--- src/rtl/hazard_scoreboard.sv ---
// hazard_scoreboard: ID-stage producer-side hazard unit.
// Tracks destination registers with an outstanding long-latency write (load miss,
// mul/div) and stalls ID on load-use, RAW against pending writes, WAW and full
// pending capacity. A completion arriving in the same cycle is bypassed.
module hazard_scoreboard #(
    parameter int NREG     = 32,
    parameter int MAX_PEND = 4,
    parameter int CNT_W    = 16,
    localparam int PW      = $clog2(MAX_PEND) + 1
) (
    input  logic             clk,
    input  logic             rstn,
    input  logic             ID_valid,
    input  logic [4:0]       ID_rs1,
    input  logic [4:0]       ID_rs2,
    input  logic             ID_use_rs1,
    input  logic             ID_use_rs2,
    input  logic [4:0]       ID_rd,
    input  logic             ID_RegWrite,
    input  logic             ID_long,
    input  logic             EX_MemRead,
    input  logic [4:0]       EX_rd,
    input  logic             flush,
    input  logic             cmp_valid,
    input  logic [4:0]       cmp_rd,
    output logic             stall,
    output logic             issue,
    output logic [NREG-1:0]  busy_vec,
    output logic [PW-1:0]    pend_cnt,
    output logic [CNT_W-1:0] stall_cnt,
    output logic             err_spurious
);

    // One-hot decode of a register index into a bitmap.
    function automatic logic [NREG-1:0] onehot(input logic [4:0] idx);
        logic [NREG-1:0] v;
        v = {{(NREG-1){1'b0}}, 1'b1} << idx;
        return v;
    endfunction

    logic [NREG-1:0]  busy_r;
    logic [PW-1:0]    pend_r;
    logic [CNT_W-1:0] stall_cnt_r;
    logic             err_r;

    logic [NREG-1:0]  clr_vec_s;
    logic [NREG-1:0]  eff_busy_s;
    logic             clr_any_s;
    logic [PW-1:0]    pend_eff_s;
    logic             load_use_s;
    logic             raw_s;
    logic             waw_s;
    logic             full_s;
    logic             live_s;
    logic             stall_s;
    logic             issue_s;
    logic             spur_s;

    // Hazard detection with same-cycle completion bypass.
    always_comb begin
        clr_vec_s  = '0;
        eff_busy_s = '0;
        clr_any_s  = 1'b0;
        pend_eff_s = '0;
        load_use_s = 1'b0;
        raw_s      = 1'b0;
        waw_s      = 1'b0;
        full_s     = 1'b0;
        live_s     = 1'b0;
        stall_s    = 1'b0;
        issue_s    = 1'b0;
        spur_s     = 1'b0;

        if (cmp_valid) begin
            clr_vec_s = onehot(cmp_rd) & busy_r;
            spur_s    = (cmp_rd == 5'd0) | ~busy_r[cmp_rd];
        end else begin
            clr_vec_s = '0;
            spur_s    = 1'b0;
        end
        clr_any_s  = |clr_vec_s;
        eff_busy_s = busy_r & ~clr_vec_s;
        pend_eff_s = pend_r - {{(PW-1){1'b0}}, clr_any_s};

        live_s     = ID_valid & ~flush;
        load_use_s = EX_MemRead & (EX_rd != 5'd0) &
                     ((ID_use_rs1 & (ID_rs1 == EX_rd)) | (ID_use_rs2 & (ID_rs2 == EX_rd)));
        raw_s      = (ID_use_rs1 & eff_busy_s[ID_rs1]) | (ID_use_rs2 & eff_busy_s[ID_rs2]);
        waw_s      = ID_RegWrite & eff_busy_s[ID_rd];
        full_s     = ID_long & ID_RegWrite & (ID_rd != 5'd0) & (pend_eff_s == PW'(MAX_PEND));

        stall_s = live_s & (load_use_s | raw_s | waw_s | full_s);
        issue_s = live_s & ~stall_s & ID_RegWrite & ID_long & (ID_rd != 5'd0);
    end

    // Pending-write bitmap, pending count, stall counter and sticky error.
    always_ff @(posedge clk) begin
        if (!rstn) begin
            busy_r      <= '0;
            pend_r      <= '0;
            stall_cnt_r <= '0;
            err_r       <= 1'b0;
        end else begin
            if (issue_s) begin
                busy_r <= (busy_r & ~clr_vec_s) | onehot(ID_rd);
            end else begin
                busy_r <= busy_r & ~clr_vec_s;
            end
            pend_r <= pend_r + {{(PW-1){1'b0}}, issue_s} - {{(PW-1){1'b0}}, clr_any_s};
            if (stall_s && (stall_cnt_r != {CNT_W{1'b1}})) begin
                stall_cnt_r <= stall_cnt_r + {{(CNT_W-1){1'b0}}, 1'b1};
            end else begin
                stall_cnt_r <= stall_cnt_r;
            end
            if (spur_s) begin
                err_r <= 1'b1;
            end else begin
                err_r <= err_r;
            end
        end
    end

    assign stall        = stall_s;
    assign issue        = issue_s;
    assign busy_vec     = busy_r;
    assign pend_cnt     = pend_r;
    assign stall_cnt    = stall_cnt_r;
    assign err_spurious = err_r;

endmodule

--- config.mk ---
export PLATFORM = sky130hd
export DESIGN_NAME = hazard_scoreboard
export DESIGN_NICKNAME = d
export VERILOG_FILES = /design/src/rtl/hazard_scoreboard.sv
export SDC_FILE = /design/constraint.sdc
export NUM_CORES = 1
export LEC_CHECK = 0
export ABC_CLOCK_PERIOD_IN_PS = 8400
export CORE_MARGIN = 2
export CORE_UTILIZATION = 53
export CTS_CLUSTER_DIAMETER = 50
export DETAILED_ROUTE_END_ITERATION = 8
export PLACE_DENSITY = 0.8
export SYNTH_ARGS = -nofsm -noshare
export SYNTH_HDL_FRONTEND = slang
export SYNTH_SLANG_ARGS = --single-unit
--- constraint.sdc ---
create_clock -name clk -period 8.4 [get_ports clk]
set_clock_uncertainty 0.1 [all_clocks]
set_input_delay 1.68 -clock clk [delete_from_list [all_inputs] [get_ports clk]]
set_output_delay 1.68 -clock clk [all_outputs]
set_load 0.03 [all_outputs]
* Word-level counts from Yosys, hierarchy flattened
Index checks and enable logic that the tools add are counted.
** Storage, ports and cells
- Bits in registers :: 52
- Bits in latches :: 0
- RAM bits :: 0
- ROM bits :: 0
- Input port bits :: 35
- Output and inout bits :: 54
- Memories :: 0
** Cells by class
- Add/sub/neg operators :: 4
- Multipliers :: 0
- Div/mod/pow operators :: 0
- Order comparisons :: 4
- Equality and inequality tests :: 4
- Shift operators :: 2
- Muxes and demuxes :: 11
- Bitwise logic cells :: 29
- Reductions and logical operators :: 5
** Operator list (count)
- bitwise AND 32 bit :: 2
- 2-to-1 mux 32 bit :: 2
- << shifter 1 x 5 -> 32 bit, first input constant :: 2
- NOT 32 bit :: 1
- OR 32 bit :: 1
- OR reduction 32 bit :: 1
- < comparator 5 x 6 -> 1 bit, second input constant :: 4
- binary-select mux 1 bit (select 5 bit) :: 4
- adder 16 x 1 -> 16 bit, second input constant :: 1
- bitwise AND 1 bit :: 16
- != test 16 bit, second input constant :: 1
- == test 5 bit :: 2
- nonzero test 5 bit :: 2
- OR 1 bit :: 6
- subtractor 3 x 1 -> 3 bit :: 2
- zero test 5 bit :: 1
- 2-to-1 mux 1 bit :: 5
- adder 3 x 1 -> 3 bit :: 1
- == test 3 bit, second input constant :: 1
- NOT 1 bit :: 3
- logical AND 1 bit :: 1

* Depth between registers and ports, before layout
Gate-level depths: netlist of run 1.
- Depth in word-level cells :: 20
- Mapped depth :: 22

* Worst setup path before layout of run 1
OpenSTA, ideal clock, no wires.
- Path type :: input port to output port
- Start point :: in cmp_rd[0]
- End point :: out stall
- Arrival :: 5.516 ns
- Required time :: 6.620 ns
- Path slack :: 1.104 ns
- Stages :: 17
- Path buffers :: 4
- Path through :: buf_1 > buf_1 > nor2_1 > a31oi_1 > o32ai_1 > o21ai_0 > o211ai_1 > ha_1 > xor2_1 > and4_1 > or4_1 > or4_1 > or3_4 > o31ai_4 > buf_6 > buf_12 > inv_1
** Between the ends
- Cells in the longest elaborated chain, start to end :: 13
- Elaborated cells between the ends (all ways) :: 23
** RTL lines
- start, declared :: RTL line 25 : input logic [4:0] cmp_rd,
- << shifter 1 x 5 -> 32 bit (*) :: RTL line 37 : v = {{(NREG-1){1'b0}}, 1'b1} << idx;
- bitwise AND 32 bit (*) :: RTL line 75 : clr_vec_s = onehot(cmp_rd) & busy_r;
- 2-to-1 mux 32 bit (*) :: RTL line 74 : if (cmp_valid) begin
- NOT 32 bit :: RTL line 82 : eff_busy_s = busy_r & ~clr_vec_s;
- bitwise AND 32 bit :: RTL line 82
- binary-select mux 1 bit (select 5 bit) :: RTL line 88 : raw_s = (ID_use_rs1 & eff_busy_s[ID_rs1]) | (ID_use_rs2 & eff_busy_s[ID_rs2]);
- 2-to-1 mux 1 bit (not written as such) :: RTL line 88
- bitwise AND 1 bit :: RTL line 88
- OR 1 bit :: RTL line 88
- OR 1 bit (2 in series) :: RTL line 92 : stall_s = live_s & (load_use_s | raw_s | waw_s | full_s);
- OR 1 bit (*) :: RTL line 92
- bitwise AND 1 bit (*) :: RTL line 92
- end, declared :: RTL line 26 : output logic stall,
Mark *: on every way between the ends. The rest lies on a longest branch, timed or not. The select of a mux whose other input is x is not followed.

* Worst setup path in the final report of run 1
- Start point :: in cmp_rd[4]
- End point :: out stall
Same word-level chain as after synthesis.

==> results.cfg, run 1 <==
[run_status]
outcome = finished, final reports clean

[logic_synthesis]
avgSynthCellArea_sq_um = 8.13
synth-edff-count = 0
ys_ff_latch = 52
yosysTopAreaCell = dfxtp_1
ys_top_cells_by_area = dfxtp_1 24%, mux4_2 6.1%, o21ai_0 4.4%
yosysTopAreaCellShare_pct = 23.7
ys_warn_count = 0
synth.most_common_cell = dfxtp_1
synth_seq_area_share_pct = 23.7
ys_types = 68
synthArstFlopShare_pct = 0
netlist_top_cells_count = 52 x dfxtp_1, 39 x o21ai_0, 34 x nand2_1
syn_area_sq_um = 4400
synth-main-ff-cell = dfxtp_1
syn-num-nets = 581
syn_inst = 541

[finish]
drive_gt1_share_pct = 13.7
nNetsFinal = 661
nFillCells = 670
area_growth_pct = 25.6
num_antenna_cells = 0
design_area_sq_um = 5520

[timing]
rsz0062_at_grt = no
fin_crit_ns = 8.05
setup_viol = 0
fin_crit_sh_pct = 95.8
drv_slew = 0
finalSetupTns_ns = 0
relSlewSlack_pct = 14.9
hold_viol_final = 0
max_freq_mhz = 124
tightestPinTransition_ns = 1.27
whs_ns = 0.407

[power_and_ir_drop]
power.density_nw_per_um2 = 100
irDropWorstVdd_uv = 62.2
p_leak_nw = 1.76
design_power_total_w = 0.000554

[routing]
drc = 0
drtAntennaViolNets = 0
wl_um = 18400
firstDrtPassIters = 7
via_per_inst = 7.35
drt-initial-drc-count = 705
routedWlPerCell_um = 25.3
vias = 5344

[clock_tree]
hold_buffers = 0
cts_setup_buffers = 0
clock_path_buffers = 2
clock_latency_ns = 0.31
tritoncts = done
ctsResizeCount = 0
clkSlewWorstSetupHoldPaths_ns = 0.10
cts_sinks = 52
ctsHtreeMaxLevel = 2
cts_root_buf = clkbuf_8
cts_inserted_buffers = 5

[setup_path]
required_ns = 6.62
cp-start-kind = primary input
crit_type = in -> out
cp.arrival_ns = 6.27
reg2regPathDepth = 15
crit_path_max_fanout = 9
cp-end-kind = primary output

[die]
die_w_um = 95.1
start_util_pct = 54.1
num_rows = 33
ios = 89
coreArea_sq_um = 8130
die_y_um = 95.1
dieArea_sq_um = 9040

[place]
placed_cell_area_sq_um = 5430
dp_hpwl_um = 13500
place_congestion = 1.06
port_buffers = 88

[global_route]
grt_max_degree = 47
grt_use_total_pct = 41.1
grt_pass1_vias = 4970
grt_remaining_overflow = 0
antenna_found_initial = 0
grt_pass1_wl_um = 27800

[hold_path]
hold_depth = 2
hold_path.class = reg -> reg

[flow_run]
drv_cap = 0
-- stage by stage --
stage	instances	worst slack, ns	utilization [%]
2_1_floorplan	541	1.10	-
4_1_cts	727	0.431	67.9
5_1_grt	727	0.144	67.9
3_3_place_gp	719	0.444	66.7
6_report	727	0.351	67.9
3_5_place_dp	719	0.459	66.7
-- cells by family after synthesis --
family	after synthesis	synth area share, %
muxes	41	13.4
DFF	52	23.7
and+or+nand+nor	190	24.6
xor gates and xnor gates	19	3.78
adders and majority gates	5	1.59
buffers and inverters	66	6.63
AOI/OAI and AO/OA	168	26.3
-- state kept, by name, summed over array words and instances, names as in the netlist --
name	cells
busy_vec	32
stall_cnt	16
pend_cnt	3
err_spurious	1
-- worst max-delay path, stage by stage --
cell and delay, ns:
clkdlybuf4s50_1 0.58, buf_4 0.25, nand4_2 0.18, nor2_1 0.06
a22oi_1 0.22, nand4_1 0.12, nor3_1 0.16, o211ai_1 0.16
ha_1 0.23, xor2_1 0.14, and4_1 0.18, or4_1 0.39
or4_1 0.50, or3_4 0.44, o31ai_4 0.27, inv_1 0.10
clkdlybuf4s50_1 0.60
-- layer usage --
layer | routed length, um | GRT usage (%)
met1 | 6670 | 52.1
met2 | 7610 | 60.6
met3 | 2860 | 15.1
met4 | 1250 | 22.3
met5 | 0 | 0
-- final timing paths --
| kind | start | slack (ns) | end |
|---|---|---|---|
| worst max-delay path | cmp_rd[4] | 0.35 | stall |
| worst min-delay path | stall_cnt[5] | 0.41 | stall_cnt[5] |
| worst max register to register | busy_vec[20] | 3.41 | pend_cnt[1] |
| worst min register to register | stall_cnt[5] | 0.41 | stall_cnt[5] |
-- area by class of cell --
| class | count | area, sq um | share of cell area, % |
|---|---|---|---|
| clock buffer | 7 | 86.3 | 1.56 |
| clock inverter | 1 | 7.51 | 0.136 |
| inverter | 20 | 75.1 | 1.36 |
| multi-input combinational | 423 | 3070 | 55.6 |
| sequential | 52 | 1040 | 18.8 |
| tap | 105 | 131 | 2.38 |
| timing repair buffer | 119 | 1110 | 20.1 |
-- cell usage in the layout (no fill, tap or decap), types with 3 or more instances in the layout --
master,netlist,layout
a21oi_1,19,19
a21oi_2,9,9
a22oi_1,3,3
a31oi_1,6,6
and2_1,5,5
buf_4,2,32
clkbuf_8,0,6
clkdlybuf4s50_1,0,87
dfxtp_1,52,52
ha_1,4,4
inv_1,19,19
mux2_2,10,10
mux2i_1,17,17
mux4_2,12,12
nand2_1,34,34
nand2b_1,8,8
nand3_1,19,19
nand4_1,21,21
nand4b_1,5,5
nand4bb_1,3,3
nor2_1,27,27
nor2b_1,5,5
nor3_1,18,17
nor3b_1,6,6
nor4_1,7,7
o2111ai_1,6,6
o211ai_1,17,17
o21ai_0,39,39
o21ai_1,3,3
o22ai_1,21,21
o311ai_0,7,7
o31ai_1,12,12
o32ai_1,11,11
or2_2,5,5
or3_1,4,4
or4_1,13,13
xnor2_1,6,6
xor2_1,13,13
-- where the power goes --
part           internal [W]  switching, W  total [W]
clock             0.0000673     0.0000886   0.000156
combinational     0.0000572     0.0000871   0.000144
sequential         0.000250    0.00000414   0.000254
total              0.000375      0.000180   0.000554
No activity file was read; power rests on OpenSTA's default activity.
==> inputs of run 2 (changes only) <==
Settings changed: CELL_PAD_IN_SITES_DETAIL_PLACEMENT set to 0, CELL_PAD_IN_SITES_GLOBAL_PLACEMENT set to 1, CORE_UTILIZATION 53 to 39, SKIP_LAST_GASP set to 1.
==> results.cfg, run 2 (same netlist as run 1, synthesis figures left out) <==
[routing]
drc = 0
wl_um = 19100
vias = 5124
routedWlPerCell_um = 25.0
drt-initial-drc-count = 588
firstDrtPassIters = 6
drtAntennaViolNets = 0
via_per_inst = 6.71

[global_route]
grt_pass1_wl_um = 28700
grt_max_degree = 47
grt_remaining_overflow = 0
grt_pass1_vias = 4804
antenna_found_initial = 0
grt_use_total_pct = 32.1

[clock_tree]
cts_setup_buffers = 0
ctsResizeCount = 0
cts_root_buf = clkbuf_16
clock_path_buffers = 2
tritoncts = done
cts_sinks = 52
hold_buffers = 0
clkSlewWorstSetupHoldPaths_ns = 0.07
cts_inserted_buffers = 5
clock_latency_ns = 0.29
ctsHtreeMaxLevel = 2

[setup_path]
cp.arrival_ns = 6.36
cp-end-kind = primary output
cp-start-kind = primary input
reg2regPathDepth = 15
r2r_start = busy_vec[23]
r2r_slack_ns = 3.50
crit_path_max_fanout = 11
crit_type = in -> out
crit_start = cmp_rd[4]
crit_end = stall
required_ns = 6.62
r2r_end = pend_cnt[1]

[run_status]
outcome = finished, final reports clean

[finish]
register_area_sq_um = 1040
nFillCells = 1092
mostFrequentLayoutCells = 87 x clkdlybuf4s50_1, 52 x dfxtp_1, 39 x o21ai_0
nNetsFinal = 663
largest_reg_flops = 32
drive_gt1_share_pct = 13.9
mostFrequentLayoutCell = clkdlybuf4s50_1
fin_cells = 764
multiInputGateArea_sq_um = 3070
area_growth_pct = 28.5
num_antenna_cells = 0

[timing]
setup_viol = 0
relSlewSlack_pct = 11.3
whs_ns = 0.363
tightestPinTransition_ns = 1.32
rsz0062_at_grt = no
fin_crit_ns = 8.14
drv_slew = 0
max_freq_mhz = 123
finalSetupTns_ns = 0
hold_viol_final = 0
fin_crit_sh_pct = 97.0

[die]
die_w_um = 110
ios = 89
start_util_pct = 40.2
coreArea_sq_um = 10900
die_y_um = 110
dieArea_sq_um = 12100
num_rows = 38

[hold_path]
hold_path.class = reg -> reg

[place]
port_buffers = 88
place_congestion = 1.01
dp_cells = 756
dp_hpwl_um = 14300

[power_and_ir_drop]
power.density_nw_per_um2 = 111
irDropWorstVdd_uv = 72.6
p_leak_nw = 1.80

[flow_run]
drv_cap = 0
==> run 2: cell types whose count changed in the layout (fill, tap and decap cells not counted) <==
cell        before  now
clkinvlp_4       1    0
buf_4           32   34
clkinv_2         0    1
clkbuf_16        0    5
bufinv_16        0    1
clkbuf_8         6    0
==> run 2: worst min-delay path by stage <==
stage | from | to | slack, ns | cells after the start
2_1_floorplan | stall_cnt[11] | stall_cnt[11] | 0.50 | 2
3_3_place_gp | err_spurious | err_spurious | 0.36 | 2
3_5_place_dp | err_spurious | err_spurious | 0.35 | 2
4_1_cts | err_spurious | err_spurious | 0.37 | 2
5_1_grt | err_spurious | err_spurious | 0.40 | 2
6_report | err_spurious | err_spurious | 0.36 | 2
==> run 2: power breakdown <==
group          leakage (nW)  total, W  internal (W)  switching (W)
clock network        0.0808  0.000231      0.000140      0.0000911
registers             0.420  0.000254      0.000250     0.00000417
logic                  1.30  0.000142     0.0000573      0.0000848
total                  1.80  0.000628      0.000448       0.000180
==> run 2: per-stage QoR <==
step / power (W) / cell area (sq um) / setup slack (ns) / util, %
after floorplan: 0.000345 / 4400 / 1.10 / -
after global placement: 0.000399 / 5490 / 0.325 / 50.2
after detailed placement: 0.000400 / 5490 / 0.299 / 50.2
after CTS: 0.000629 / 5650 / 0.300 / 51.7
after global routing: 0.000651 / 5650 / 0.0885 / 51.7
final: 0.000628 / 5650 / 0.255 / 51.7
==> run 2: cell type report <==
class | instances | share of cell area (%)
timing repair buffer | 121 | 19.9
multi-input combinational | 423 | 54.3
inverter | 20 | 1.33
clock buffer | 6 | 2.28
tap | 140 | 3.10
clock inverter | 2 | 0.620
sequential | 52 | 18.4
==> run 2: worst max-delay path, cell delays in order <==
cell and delay [ns]:
clkdlybuf4s50_1 0.80, nand4b_1 0.36, nor2_1 0.07, a22oi_1 0.22, nand4_1 0.13, nor3_1 0.14
o211ai_1 0.14, ha_1 0.22, xor2_1 0.14, and4_1 0.18, or4_1 0.38, or4_1 0.49
or3_4 0.44, o31ai_4 0.27, inv_1 0.11, clkdlybuf4s50_1 0.60
==> run 2: metal layers <==
layer | global-route usage, % | wire length, um | up-vias
met4 | 16.7 | 1060 | 0
met1 | 43.6 | 7610 | 2427
met5 | 0 | 0 | -
met3 | 6.64 | 2200 | 84
met2 | 47.8 | 8190 | 334
li1 | - | - | 2279
